<file path="config.mk">
export PLATFORM = sky130hd
export DESIGN_NAME = vram_arbiter
export DESIGN_NICKNAME = d
export VERILOG_FILES = /design/src/rtl/vt4_vram_pkg.sv /design/src/rtl/vram_clear_engine.sv /design/src/rtl/vram_arbiter.sv
export SDC_FILE = /design/constraint.sdc
export NUM_CORES = 1
export LEC_CHECK = 0
export CORE_ASPECT_RATIO = 1.75
export CORE_MARGIN = 2
export CORE_UTILIZATION = 39
export CTS_CLUSTER_DIAMETER = 50
export CTS_CLUSTER_SIZE = 12
export DETAILED_ROUTE_END_ITERATION = 16
export DONT_BUFFER_PORTS = 1
export MAX_ROUTING_LAYER = met4
export PLACE_DENSITY = 0.59
export SYNTH_ARGS = -nofsm -noshare
export SYNTH_HDL_FRONTEND = slang
export SYNTH_HIERARCHICAL = 1
export SYNTH_SLANG_ARGS = --single-unit
</file>
<file path="constraint.sdc">
create_clock -name clk -period 1.89 [get_ports clk]
set_input_delay 0.567 -clock clk [delete_from_list [all_inputs] [get_ports clk]]
set_output_delay 0.567 -clock clk [all_outputs]
set_load 0.01 [all_outputs]
</file>
<file path="src/rtl/vt4_vram_pkg.sv">
// Shared types and constants for the text VRAM arbiter and its clear engine.
package vt4_vram_pkg;

   localparam int ROW_W  = 5;
   localparam int COL_W  = 7;
   localparam int ADDR_W = 12;

   localparam int         DEF_ROWS      = 30;
   localparam int         DEF_COLS      = 100;
   localparam logic [7:0] DEF_FILL_CHAR = 8'h20;

   // VRAM address: row in the upper bits, column in the lower bits.
   typedef struct packed {
      logic [ROW_W-1:0] row;
      logic [COL_W-1:0] col;
   } vram_addr_t;

   typedef enum logic {
      IDLE  = 1'b0,
      CLEAR = 1'b1
   } clr_state_e;

   // True when a {row, col} cell lies inside the visible text area.
   function automatic logic cell_in_range(
      input logic [ROW_W-1:0] row,
      input logic [COL_W-1:0] col,
      input logic [ROW_W-1:0] row_last,
      input logic [COL_W-1:0] col_last
   );
      return (row <= row_last) && (col <= col_last);
   endfunction

endpackage

</file>
<file path="src/rtl/vram_clear_engine.sv">
// Clear engine: walks one row or the whole screen, one fill write per free
// VRAM cycle, stalling whenever the video reader owns the port.
module vram_clear_engine
   import vt4_vram_pkg::*;
#(
   parameter int ROWS = DEF_ROWS,
   parameter int COLS = DEF_COLS
) (
   input  logic             clk,
   input  logic             reset_low,
   input  logic             vid_valid_i,
   input  logic             wr_valid_i,
   input  logic             clr_valid_i,
   input  logic             clr_all_i,
   input  logic [ROW_W-1:0] clr_row_i,
   output logic             clr_ready_o,
   output logic             fill_slot_o,
   output logic [ROW_W-1:0] crow_o,
   output logic [COL_W-1:0] ccol_o,
   output logic             clr_busy_o,
   output logic             clr_done_o
);

   localparam logic [ROW_W-1:0] ROW_LAST = ROW_W'(ROWS - 1);
   localparam logic [COL_W-1:0] COL_LAST = COL_W'(COLS - 1);

   clr_state_e       state_q, state_d;
   logic [ROW_W-1:0] crow_q, crow_d;
   logic [ROW_W-1:0] crow_last_q, crow_last_d;
   logic [COL_W-1:0] ccol_q, ccol_d;
   logic             done_q, done_d;
   logic             accept_s;

   // A host write in IDLE takes precedence over a clear request.
   assign clr_ready_o = (state_q == IDLE) && !wr_valid_i;
   assign accept_s    = clr_valid_i && clr_ready_o;
   assign fill_slot_o = (state_q == CLEAR) && !vid_valid_i;
   assign crow_o      = crow_q;
   assign ccol_o      = ccol_q;
   assign clr_busy_o  = (state_q == CLEAR);
   assign clr_done_o  = done_q;

   // State, counters and done pulse register; reset abandons any clear in flight.
   always_ff @(posedge clk or negedge reset_low) begin
      if (!reset_low) begin
         state_q     <= IDLE;
         crow_q      <= '0;
         crow_last_q <= '0;
         ccol_q      <= '0;
         done_q      <= 1'b0;
      end else begin
         state_q     <= state_d;
         crow_q      <= crow_d;
         crow_last_q <= crow_last_d;
         ccol_q      <= ccol_d;
         done_q      <= done_d;
      end
   end

   // Next-state logic: accept a clear, then advance the fill cursor on free cycles.
   always_comb begin
      state_d     = state_q;
      crow_d      = crow_q;
      crow_last_d = crow_last_q;
      ccol_d      = ccol_q;
      done_d      = 1'b0;
      case (state_q)
         IDLE: begin
            if (accept_s) begin
               if (!clr_all_i && (clr_row_i > ROW_LAST)) begin
                  // Off-screen row: acknowledge with a done pulse, write nothing.
                  done_d = 1'b1;
               end else begin
                  crow_d      = clr_all_i ? '0 : clr_row_i;
                  crow_last_d = clr_all_i ? ROW_LAST : clr_row_i;
                  ccol_d      = '0;
                  state_d     = CLEAR;
               end
            end else begin
               state_d = IDLE;
            end
         end
         CLEAR: begin
            if (!vid_valid_i) begin
               if (ccol_q == COL_LAST) begin
                  ccol_d = '0;
                  if (crow_q == crow_last_q) begin
                     // Row counter stays put so it never runs past the last row.
                     state_d = IDLE;
                     done_d  = 1'b1;
                  end else begin
                     crow_d = crow_q + ROW_W'(1);
                  end
               end else begin
                  ccol_d = ccol_q + COL_W'(1);
               end
            end else begin
               state_d = CLEAR;
            end
         end
         default: begin
            state_d = IDLE;
         end
      endcase
   end

endmodule

</file>
<file path="src/rtl/vram_arbiter.sv">
// Single-port text VRAM arbiter: video reads > host writes > clear engine.
module vram_arbiter
   import vt4_vram_pkg::*;
#(
   parameter int         ROWS      = DEF_ROWS,
   parameter int         COLS      = DEF_COLS,
   parameter logic [7:0] FILL_CHAR = DEF_FILL_CHAR
) (
   input  logic              clk,
   input  logic              reset_low,
   input  logic              vid_valid,
   input  logic [ROW_W-1:0]  vid_row,
   input  logic [COL_W-1:0]  vid_col,
   output logic [7:0]        vid_byte,
   input  logic              wr_valid,
   output logic              wr_ready,
   input  logic [ROW_W-1:0]  wr_row,
   input  logic [COL_W-1:0]  wr_col,
   input  logic [7:0]        wr_byte,
   input  logic              clr_valid,
   output logic              clr_ready,
   input  logic              clr_all,
   input  logic [ROW_W-1:0]  clr_row,
   output logic              clr_busy,
   output logic              clr_done,
   output logic              mem_en,
   output logic              mem_we,
   output logic [ADDR_W-1:0] mem_addr,
   output logic [7:0]        mem_wdata,
   input  logic [7:0]        mem_rdata
);

   localparam logic [ROW_W-1:0] ROW_LAST = ROW_W'(ROWS - 1);
   localparam logic [COL_W-1:0] COL_LAST = COL_W'(COLS - 1);

   logic             fill_slot_s;
   logic [ROW_W-1:0] crow_s;
   logic [COL_W-1:0] ccol_s;
   logic             in_range_s;
   vram_addr_t       addr_s;

   vram_clear_engine #(
      .ROWS (ROWS),
      .COLS (COLS)
   ) u_clear (
      .clk         (clk),
      .reset_low   (reset_low),
      .vid_valid_i (vid_valid),
      .wr_valid_i  (wr_valid),
      .clr_valid_i (clr_valid),
      .clr_all_i   (clr_all),
      .clr_row_i   (clr_row),
      .clr_ready_o (clr_ready),
      .fill_slot_o (fill_slot_s),
      .crow_o      (crow_s),
      .ccol_o      (ccol_s),
      .clr_busy_o  (clr_busy),
      .clr_done_o  (clr_done)
   );

   // Host writes are shut out for the whole clear and in any video cycle.
   assign wr_ready   = !vid_valid && !clr_busy;
   assign in_range_s = cell_in_range(wr_row, wr_col, ROW_LAST, COL_LAST);
   assign vid_byte   = mem_rdata;
   assign mem_addr   = addr_s;

   // Priority mux onto the VRAM port; out-of-range host writes are handshaken but dropped.
   always_comb begin
      mem_en     = 1'b0;
      mem_we     = 1'b0;
      addr_s     = '0;
      mem_wdata  = 8'h00;
      if (vid_valid) begin
         mem_en     = 1'b1;
         addr_s.row = vid_row;
         addr_s.col = vid_col;
      end else if (wr_valid && wr_ready) begin
         mem_en     = in_range_s;
         mem_we     = in_range_s;
         addr_s.row = wr_row;
         addr_s.col = wr_col;
         mem_wdata  = wr_byte;
      end else if (fill_slot_s) begin
         mem_en     = 1'b1;
         mem_we     = 1'b1;
         addr_s.row = crow_s;
         addr_s.col = ccol_s;
         mem_wdata  = FILL_CHAR;
      end else begin
         mem_en = 1'b0;
         mem_we = 1'b0;
      end
   end

endmodule

</file>
Yosys cells after proc, flatten, opt, wreduce, memory -nomap -nowiden
Cells that the tools add are included.
{"block": "classes", "reduce_logical": 14, "bitwise": 2, "muxes": 35, "magnitude_cmp": 3, "n_eq_ne": 7, "addsub": 2}
{"operator": "$mux W12", "n": 3}
{"operator": "$mux W5", "n": 7}
{"operator": "$mux W7", "n": 4}
{"operator": "$mux W8", "n": 2}
{"operator": "$mux W1", "n": 14}
{"operator": "$pmux W7 S2", "n": 1}
{"operator": "$pmux W5 S2", "n": 1}
{"operator": "$ne A2 B2 Y1 const B", "n": 4}
{"operator": "$add A7 B1 Y7 const B", "n": 1}
{"operator": "$eq A7 B7 Y1 const B", "n": 1}
{"operator": "$le A7 B7 Y1 const B", "n": 1}
{"operator": "$logic_and A1 B1 Y1", "n": 7}
{"operator": "$mux W6", "n": 1}
{"operator": "$reduce_and A3 Y1", "n": 2}
{"operator": "$add A5 B1 Y5 const B", "n": 1}
{"operator": "$eq A5 B5 Y1", "n": 1}
{"operator": "$gt A5 B5 Y1 const B", "n": 1}
{"operator": "$le A5 B5 Y1 const B", "n": 1}
{"operator": "$reduce_and A5 Y1", "n": 1}
{"operator": "$logic_not A1 Y1", "n": 4}
{"operator": "$pmux W1 S2", "n": 2}
{"operator": "$ne A2 B1 Y1 const B", "n": 1}
{"operator": "$not A1 Y1", "n": 2}
{"block": "totals", "wordCells": 68, "output_inout_bits": 34, "input_bits": 51, "register_bits": 19}

Longest topological paths before layout
Gate-level depths: netlist of the first run.
{"block": "logic_depth", "ltp_word": 5, "mapped_depth": 7, "depth_no_buf": 6}

Modules after synthesis
Netlist of the first run, hierarchy kept.
{"mod": "vram_clear_engine", "seq_area_each_um2": 475.5, "n_inst": 1, "cells_per_inst": 121, "area_each_um2": 1122.3}
{"mod": "vram_arbiter", "seq_area_each_um2": 0.0, "n_inst": 1, "cells_per_inst": 79, "area_each_um2": 510.5}

Worst setup path after synthesis of the first run
No wires, ideal clock.
{"block": "synth_timing", "kind": "reg2out", "from": "reg u_clear.state_q (netlist: u_clear/clr_busy_o)", "to": "out mem_addr[2]", "t_arrival_ps": 1452, "path_stages_with_launch": 7, "n_path_buf": 2, "t_required_ps": 1323, "path_slack_ps": -129, "cell_sequence": "dfrtp_1 > nor2b_1 > buf_6 > clkbuf_1 > and2_1 > mux2i_1 > o21ai_1"}
{"block": "synth_via", "elab_cells_between_ends": 7, "cone_classes": "mux: 3; reduce/logical: 4"}
{"element": "start, declared", "line": "vram_clear_engine.sv:27", "text": "clr_state_e state_q, state_d;"}
{"element": "start signal, assigned", "line": "vram_clear_engine.sv:52", "text": "state_q <= state_d;"}
{"element": "$logic_and A1 B1 Y1", "line": "vram_clear_engine.sv:37", "text": "assign fill_slot_o = (state_q == CLEAR) && !vid_valid_i;"}
{"element": "via fill_slot_s", "line": "vram_arbiter.sv:36", "text": "logic fill_slot_s;"}
{"element": "$mux W12", "line": "vram_arbiter.sv:83", "text": "end else if (fill_slot_s) begin"}
{"element": "$mux W12", "line": "vram_arbiter.sv:77", "text": "end else if (wr_valid && wr_ready) begin"}
{"element": "$mux W12", "line": "vram_arbiter.sv:73", "text": "if (vid_valid) begin"}
{"element": "end, declared", "line": "vram_arbiter.sv:28", "text": "output logic [ADDR_W-1:0] mem_addr,"}
The timed path passes the listed nets, and every way through them passes these cells.

Worst setup path in the final report of the first run
{"block": "layout_timing", "from": "reg u_clear.state_q (netlist: u_clear/clr_busy_o)", "to": "out mem_addr[11]"}
{"block": "layout_via", "elab_chain_cells": 5, "elab_cells_between_ends": 7, "cone_classes": "mux: 3; reduce/logical: 4"}
{"element": "$logic_not A1 Y1", "line": "vram_arbiter.sv:62", "text": "assign wr_ready = !vid_valid && !clr_busy;"}
{"element": "$logic_and A1 B1 Y1", "line": "vram_arbiter.sv:62"}
{"element": "$logic_and A1 B1 Y1", "line": "vram_arbiter.sv:77"}
{"element": "$mux W12 *", "line": "vram_arbiter.sv:77"}
{"element": "$mux W12 *", "line": "vram_arbiter.sv:73"}
Mark *: on every way between the ends. The rest lies on a longest branch, timed or not.

==> results of run 1 <==
metal layers:
metal / routed length [µm] / vias to the layer above
met5: 0 / -
met2: 2200 / 58
met1: 1680 / 674
met4: 28 / 0
met3: 240 / 2
li1: - / 729
sequential cells by signal, indices dropped and copies added (netlist names):
register	flops
u_clear/ccol_o	7
u_clear/crow_last_q	5
u_clear/crow_o	5
u_clear/clr_busy_o	1
u_clear/clr_done_o	1
power breakdown:
group / internal [mW] / total (mW) / switching (mW)
clock network: 0.150 / 0.288 / 0.138
logic: 0.381 / 0.732 / 0.351
registers: 0.527 / 0.647 / 0.120
total: 1.06 / 1.67 / 0.609
final timing paths:
path,to,slack [ns],depth (start not counted)
hold / removal,u_clear/crow_last_q[2]$_DFFE_PN0P_,0.45,2
setup reg to reg,u_clear/ccol_o[3]$_DFFE_PN0P_,0.07,7
setup / recovery,mem_addr[11],-0.25,6
hold reg to reg,u_clear/crow_last_q[1]$_DFFE_PN0P_,0.51,1
max in group asynchronous,u_clear/clr_busy_o$_DFF_PN0_,0.40,1
min in group asynchronous,u_clear/ccol_o[5]$_DFFE_PN0P_,0.88,1
repair_timing:
action | CTS | global route
hold buffers | 1 | 0
cloned | 1 | 1
endpoints found under the hold margin | 19 | 0
resized for setup | 9 | 27
setup buffers | 2 | 2
endpoints found under the setup margin | 22 | 33
pin swaps | 2 | 4
layout make-up:
cell class	count	area (µm²)	share of cell area (%)
Timing Repair Buffer	30	273	13.6
Multi-Input combinational cell	157	1130	56.4
Tap cell	49	61.3	3.06
Sequential cell	19	477	23.8
Inverter	5	18.8	0.936
Clock buffer	4	45.0	2.25
critical path, stage by stage, from the launching register on:
cell     delay, ns
dfrtp_2       0.45
nor3b_4       0.23
buf_6         0.14
buf_12        0.11
mux2i_1       0.18
o21ai_1       0.07
buf_4         0.14
cells by family (layout without fill, tap and decap cells):
kind of cell	after synthesis	after routing
buf+inv	24	39
simple gates	91	91
flops	19	19
xor+xnor	9	9
mux	13	13
compound gates	42	42
fa+ha+maj	2	2
metrics by stage:
step | utilization (%) | instances | worst slack (ns)
finish | 49.2 | 264 | -0.254
global route | 49.2 | 264 | -0.360
CTS | 46.2 | 262 | -0.230
detailed placement | 43.0 | 254 | -0.0536
global placement | 43.0 | 254 | -0.0507
floorplan | - | 200 | -0.0520
layout by cell type, fill, tap and decap left out, drive strengths merged, types with 3 or more instances in the layout:
cell	synthesis	layout
a21oi	10	10
a31oi	3	3
and2	21	21
buf	17	28
clkbuf	2	5
dfrtp	19	19
inv	5	5
mux2i	12	12
nand2	23	23
nand2b	3	3
nand3	5	5
nor2	22	22
nor3	3	3
o21ai	12	12
o221ai	4	4
xor2	7	7
==> flow_summary.json, run 1 <==
{
  "status": "finished, violations left",
  "violations": "setup timing",
  "synthMuxAreaShare_pct": 8.05,
  "crit_fanout": 5,
  "dr.pass1.iters": 4,
  "fin_crit_ns": 2.14,
  "ys_seq_area_share_pct": 29.1,
  "synth_top_family_by_area": "simple AND/OR/NAND/NOR gates",
  "critPathLaunch": "u_clear/clr_busy_o$_DFF_PN0_",
  "hold_class": "in -> reg",
  "busiest_layer": "met2",
  "synth-simple-area-share_pct": 29.0,
  "grt_max_degree": 32,
  "postPlaceCellArea_um2": 1750,
  "cts.sinks": 19,
  "max_freq_mhz": 466,
  "p_total_mw": 1.67,
  "setup_viol": 22,
  "synth_most_common_cell": "nand2_1",
  "r2r-start": "u_clear/clr_busy_o$_DFF_PN0_",
  "ys_warn_count": 6,
  "antenna_found_initial": 0,
  "synth_edf_count": 0,
  "num-fill-cells": 414,
  "use_met1_pct": 20.6,
  "dp_hpwl_mm": 3.01,
  "async_flop_share_pct": 100,
  "die_area_um2": 4740,
  "final_layout_size_suffix_gt1_share_pct": 30.2,
  "timing_hold_violations_final": 0,
  "area_growth_pct": 22.8,
  "syn_avg_cell_area_um2": 8.16,
  "worst_hold_slack_ns": 0.447,
  "synth_xor_area_share_pct": 4.83,
  "synth_compound_area_share_pct": 18.1,
  "fp.dieH_um": 89.6,
  "post_drt_via_cell_ratio": 5.54,
  "cts_root_buffer": "clkbuf_8",
  "grt_pass1_wl_mm": 6.27,
  "cp-start-kind": "register",
  "synth_seq_cells": 19,
  "ir_worst_vdd_v": 0.000598,
  "worstPathArrival_ns": 1.58,
  "initialDrtViolationCount": 23,
  "critical_path_class": "reg -> out",
  "synth_cell_types": 47,
  "gr-usage-met2_pct": 33.0,
  "cts_tree": "yes",
  "synth_area_um2": 1630,
  "synth_top_area_share_pct": 29.1,
  "tns_ns": -4.45,
  "use_met3_pct": 2.15,
  "powerDensity_nw_per_um2": 831,
  "wl_per_cell_um": 15.7,
  "synth_flop_cell": "dfrtp_1",
  "detail-route-antenna-nets": 0,
  "diodes": 0,
  "syn_inst": 200,
  "cts_max_level": 1,
  "clkSlewWorstSetupHoldPaths_ns": 0.07,
  "initial_core_util_pct": 40.1,
  "power.leakage_nw": 0.794,
  "finalInstanceArea_um2": 2010,
  "fin_nets": 269,
  "grt.total_usage_pct": 18.3,
  "tightest_slew_ns": 0.894,
  "cts_buffer_depth": 2,
  "synth-adder-area-share_pct": 1.53,
  "first_global_vias": 1354,
  "port_buffers": 0,
  "finalWeightedCongestion": 0.806,
  "min_from": "clr_row[2]",
  "fin_ws_ns": -0.254,
  "cp-end-kind": "output port",
  "drc": 0,
  "syn_nets": 253,
  "drv_cap": 0,
  "yosys.area.top_type": "dfrtp_1",
  "via_count": 1463,
  "clkLatencyLatePin_ns": 0.25,
  "grt_overflow": 0,
  "rsz0062_at_grt": "true",
  "drv_slew": 0,
  "cts_inserted_buffers": 3,
  "finalCritPeriodShare_pct": 113,
  "fp-row-count": 31,
  "synth_area_leaders": "dfrtp_1 29%, and2_1 7.7%, mux2i_1 7.4%",
  "die_x_um": 52.9,
  "worstPathRequired_ns": 1.32,
  "slew_headroom_pct": 40.2,
  "clock_skew_ns": 0.00266,
  "synth_common_cells": "23 x nand2_1, 22 x nor2_1, 20 x and2_1, 19 x dfrtp_1, 12 x mux2i_1",
  "boundaryPins": 85,
  "finalWirelength_mm": 4.14,
  "coreArea_um2": 4070
}
No activity file was read; power rests on OpenSTA's default activity.
==> run 2: changes to the inputs <==
==> constraint.sdc (replaced) <==
create_clock -name clk -period 1.9 [get_ports clk]
set_input_delay 0.57 -clock clk [delete_from_list [all_inputs] [get_ports clk]]
set_output_delay 0.57 -clock clk [all_outputs]
set_load 0.01 [all_outputs]
==> run 2 against run 1 <==
Net effect: the run still ends with setup timing left; worst hold slack improved by 0.0074 ns; register-to-register slack barely moved; power is 1.0% lower; wire length shrank 1.7%.
==> flow_summary.json, run 2 (synthesis gave the netlist of run 1 again) <==
{
  "hold_path_depth": 2,
  "boundaryPins": 85,
  "worst_hold_slack_ns": 0.455,
  "port_buffers": 0,
  "num-fill-cells": 420,
  "dp_hpwl_mm": 2.95,
  "worstHoldEndpoint": "u_clear/crow_last_q[4]$_DFFE_PN0P_",
  "fin_ws_ns": -0.225,
  "grt_max_degree": 32,
  "cts_inserted_buffers": 3,
  "detail-route-antenna-nets": 0,
  "setup_viol": 20,
  "initialDrtViolationCount": 37,
  "cts_tree": "yes",
  "first_global_vias": 1359,
  "r2r_slack_ns": 0.06,
  "clock_skew_ns": 0.00645,
  "dr.pass1.iters": 4,
  "cts_max_level": 1,
  "clkLatencyLatePin_ns": 0.25,
  "grt_pass1_wl_mm": 6.16,
  "finalCritPeriodShare_pct": 112,
  "dp_slack_ns": -0.0575,
  "multiInputGateArea_um2": 1090,
  "finalWeightedCongestion": 0.782,
  "gr-usage-met2_pct": 31.6,
  "cts.sinks": 19,
  "reg2regPathDepth": 6,
  "diodes": 0,
  "worstPathRequired_ns": 1.33,
  "final_layout_size_suffix_gt1_share_pct": 29.0,
  "via_count": 1487,
  "powerDensity_nw_per_um2": 839,
  "max_freq_mhz": 470,
  "fin_nets": 271,
  "post_drt_via_cell_ratio": 5.59,
  "wl_per_cell_um": 15.3,
  "fp-row-count": 31,
  "coreArea_um2": 4070,
  "busiest_layer": "met2",
  "cp-end-kind": "output port",
  "worstPathArrival_ns": 1.56,
  "use_met1_pct": 20.6,
  "cts_root_buffer": "clkbuf_8",
  "area_growth_pct": 20.5,
  "die_x_um": 52.9,
  "tightest_slew_ns": 0.471,
  "drv_slew": 0,
  "clkSlewWorstSetupHoldPaths_ns": 0.08,
  "min_from": "clr_row[4]",
  "r2r_end": "u_clear/crow_o[1]$_DFFE_PN0P_",
  "critical_path_class": "reg -> out",
  "cp-start-kind": "register",
  "timing_hold_violations_final": 0,
  "mostFrequentLayoutCells": "24 x buf_4, 23 x nand2_1, 22 x nor2_1",
  "die_area_um2": 4740,
  "drv_cap": 0,
  "finalWirelength_mm": 4.07,
  "grt_overflow": 0,
  "r2r-start": "u_clear/clr_busy_o$_DFF_PN0_",
  "initial_core_util_pct": 40.1,
  "ir_worst_vdd_v": 0.000520,
  "slew_headroom_pct": 68.1,
  "violations": "setup timing",
  "fp.dieH_um": 89.6,
  "register_area_um2": 477,
  "status": "finished, violations left",
  "grt.total_usage_pct": 17.8,
  "cts_buffer_depth": 2,
  "antenna_found_initial": 0,
  "rsz0062_at_grt": "true",
  "power.leakage_nw": 0.793,
  "use_met3_pct": 1.99,
  "layout_commonest_cell": "buf_4",
  "largest_reg_flops": 7,
  "crit_fanout": 10,
  "hold_class": "in -> reg",
  "fin_crit_ns": 2.13,
  "drc": 0
}
-- run 2: final cells by class --
cell class | count | share of cell area (%)
timing repair buffer | 32 | 13.7
sequential | 19 | 24.2
clock buffer | 4 | 2.29
multi-input combinational | 157 | 55.7
inverter | 5 | 0.954
tap | 49 | 3.12
-- run 2: worst max path at each step --
stage | start | to | slack (ns)
floorplan | wr_valid | u_clear/crow_o[1]$_DFFE_PN0P_ | -0.04
global placement | wr_col[4] | mem_we | -0.04
detailed placement | vid_valid | mem_addr[11] | -0.06
CTS | u_clear/clr_busy_o$_DFF_PN0_ | mem_addr[6] | -0.22
global route | u_clear/clr_busy_o$_DFF_PN0_ | mem_addr[8] | -0.30
finish | u_clear/clr_busy_o$_DFF_PN0_ | mem_addr[8] | -0.23
-- run 2: repair_timing --
action | in CTS | in global routing
pin swaps | 4 | 2
endpoints found under the setup margin | 22 | 30
cloned | 1 | 1
hold buffers | 1 | 1
hold endpoints to repair | 10 | 9
gates resized for setup | 10 | 21
setup buffers | 3 | 2
-- run 2: routing by layer --
metal	vias to the layer above	share of wire, %
met5	-	0
met3	2	7.5
met1	686	40
li1	730	-
met4	0	0.66
met2	69	52
-- run 2: per-stage QoR --
stage | setup TNS, ns | util [%] | area, µm² | cells | power, mW
after global routing | -3.93 | 48.3 | 1970 | 266 | 1.78
after global placement | -0.156 | 43.0 | 1750 | 254 | 1.29
final | -2.64 | 48.3 | 1970 | 266 | 1.65
after detailed placement | -0.203 | 43.0 | 1750 | 254 | 1.30
after CTS | -3.36 | 46.5 | 1890 | 263 | 1.63
after floorplan | -0.0945 | - | 1650 | 200 | 1.13
-- run 2: where the power goes --
group / total [mW] / switching (mW) / internal [mW]
logic: 0.730 / 0.354 / 0.376
registers: 0.637 / 0.112 / 0.524
clock network: 0.284 / 0.135 / 0.149
total: 1.65 / 0.601 / 1.05
-- run 2: critical path, stage by stage (launching register included) --
cell and delay, ns:
dfrtp_2 0.45, nor3b_4 0.26, buf_12 0.18, mux2i_1 0.19, o21ai_1 0.08, buf_4 0.14
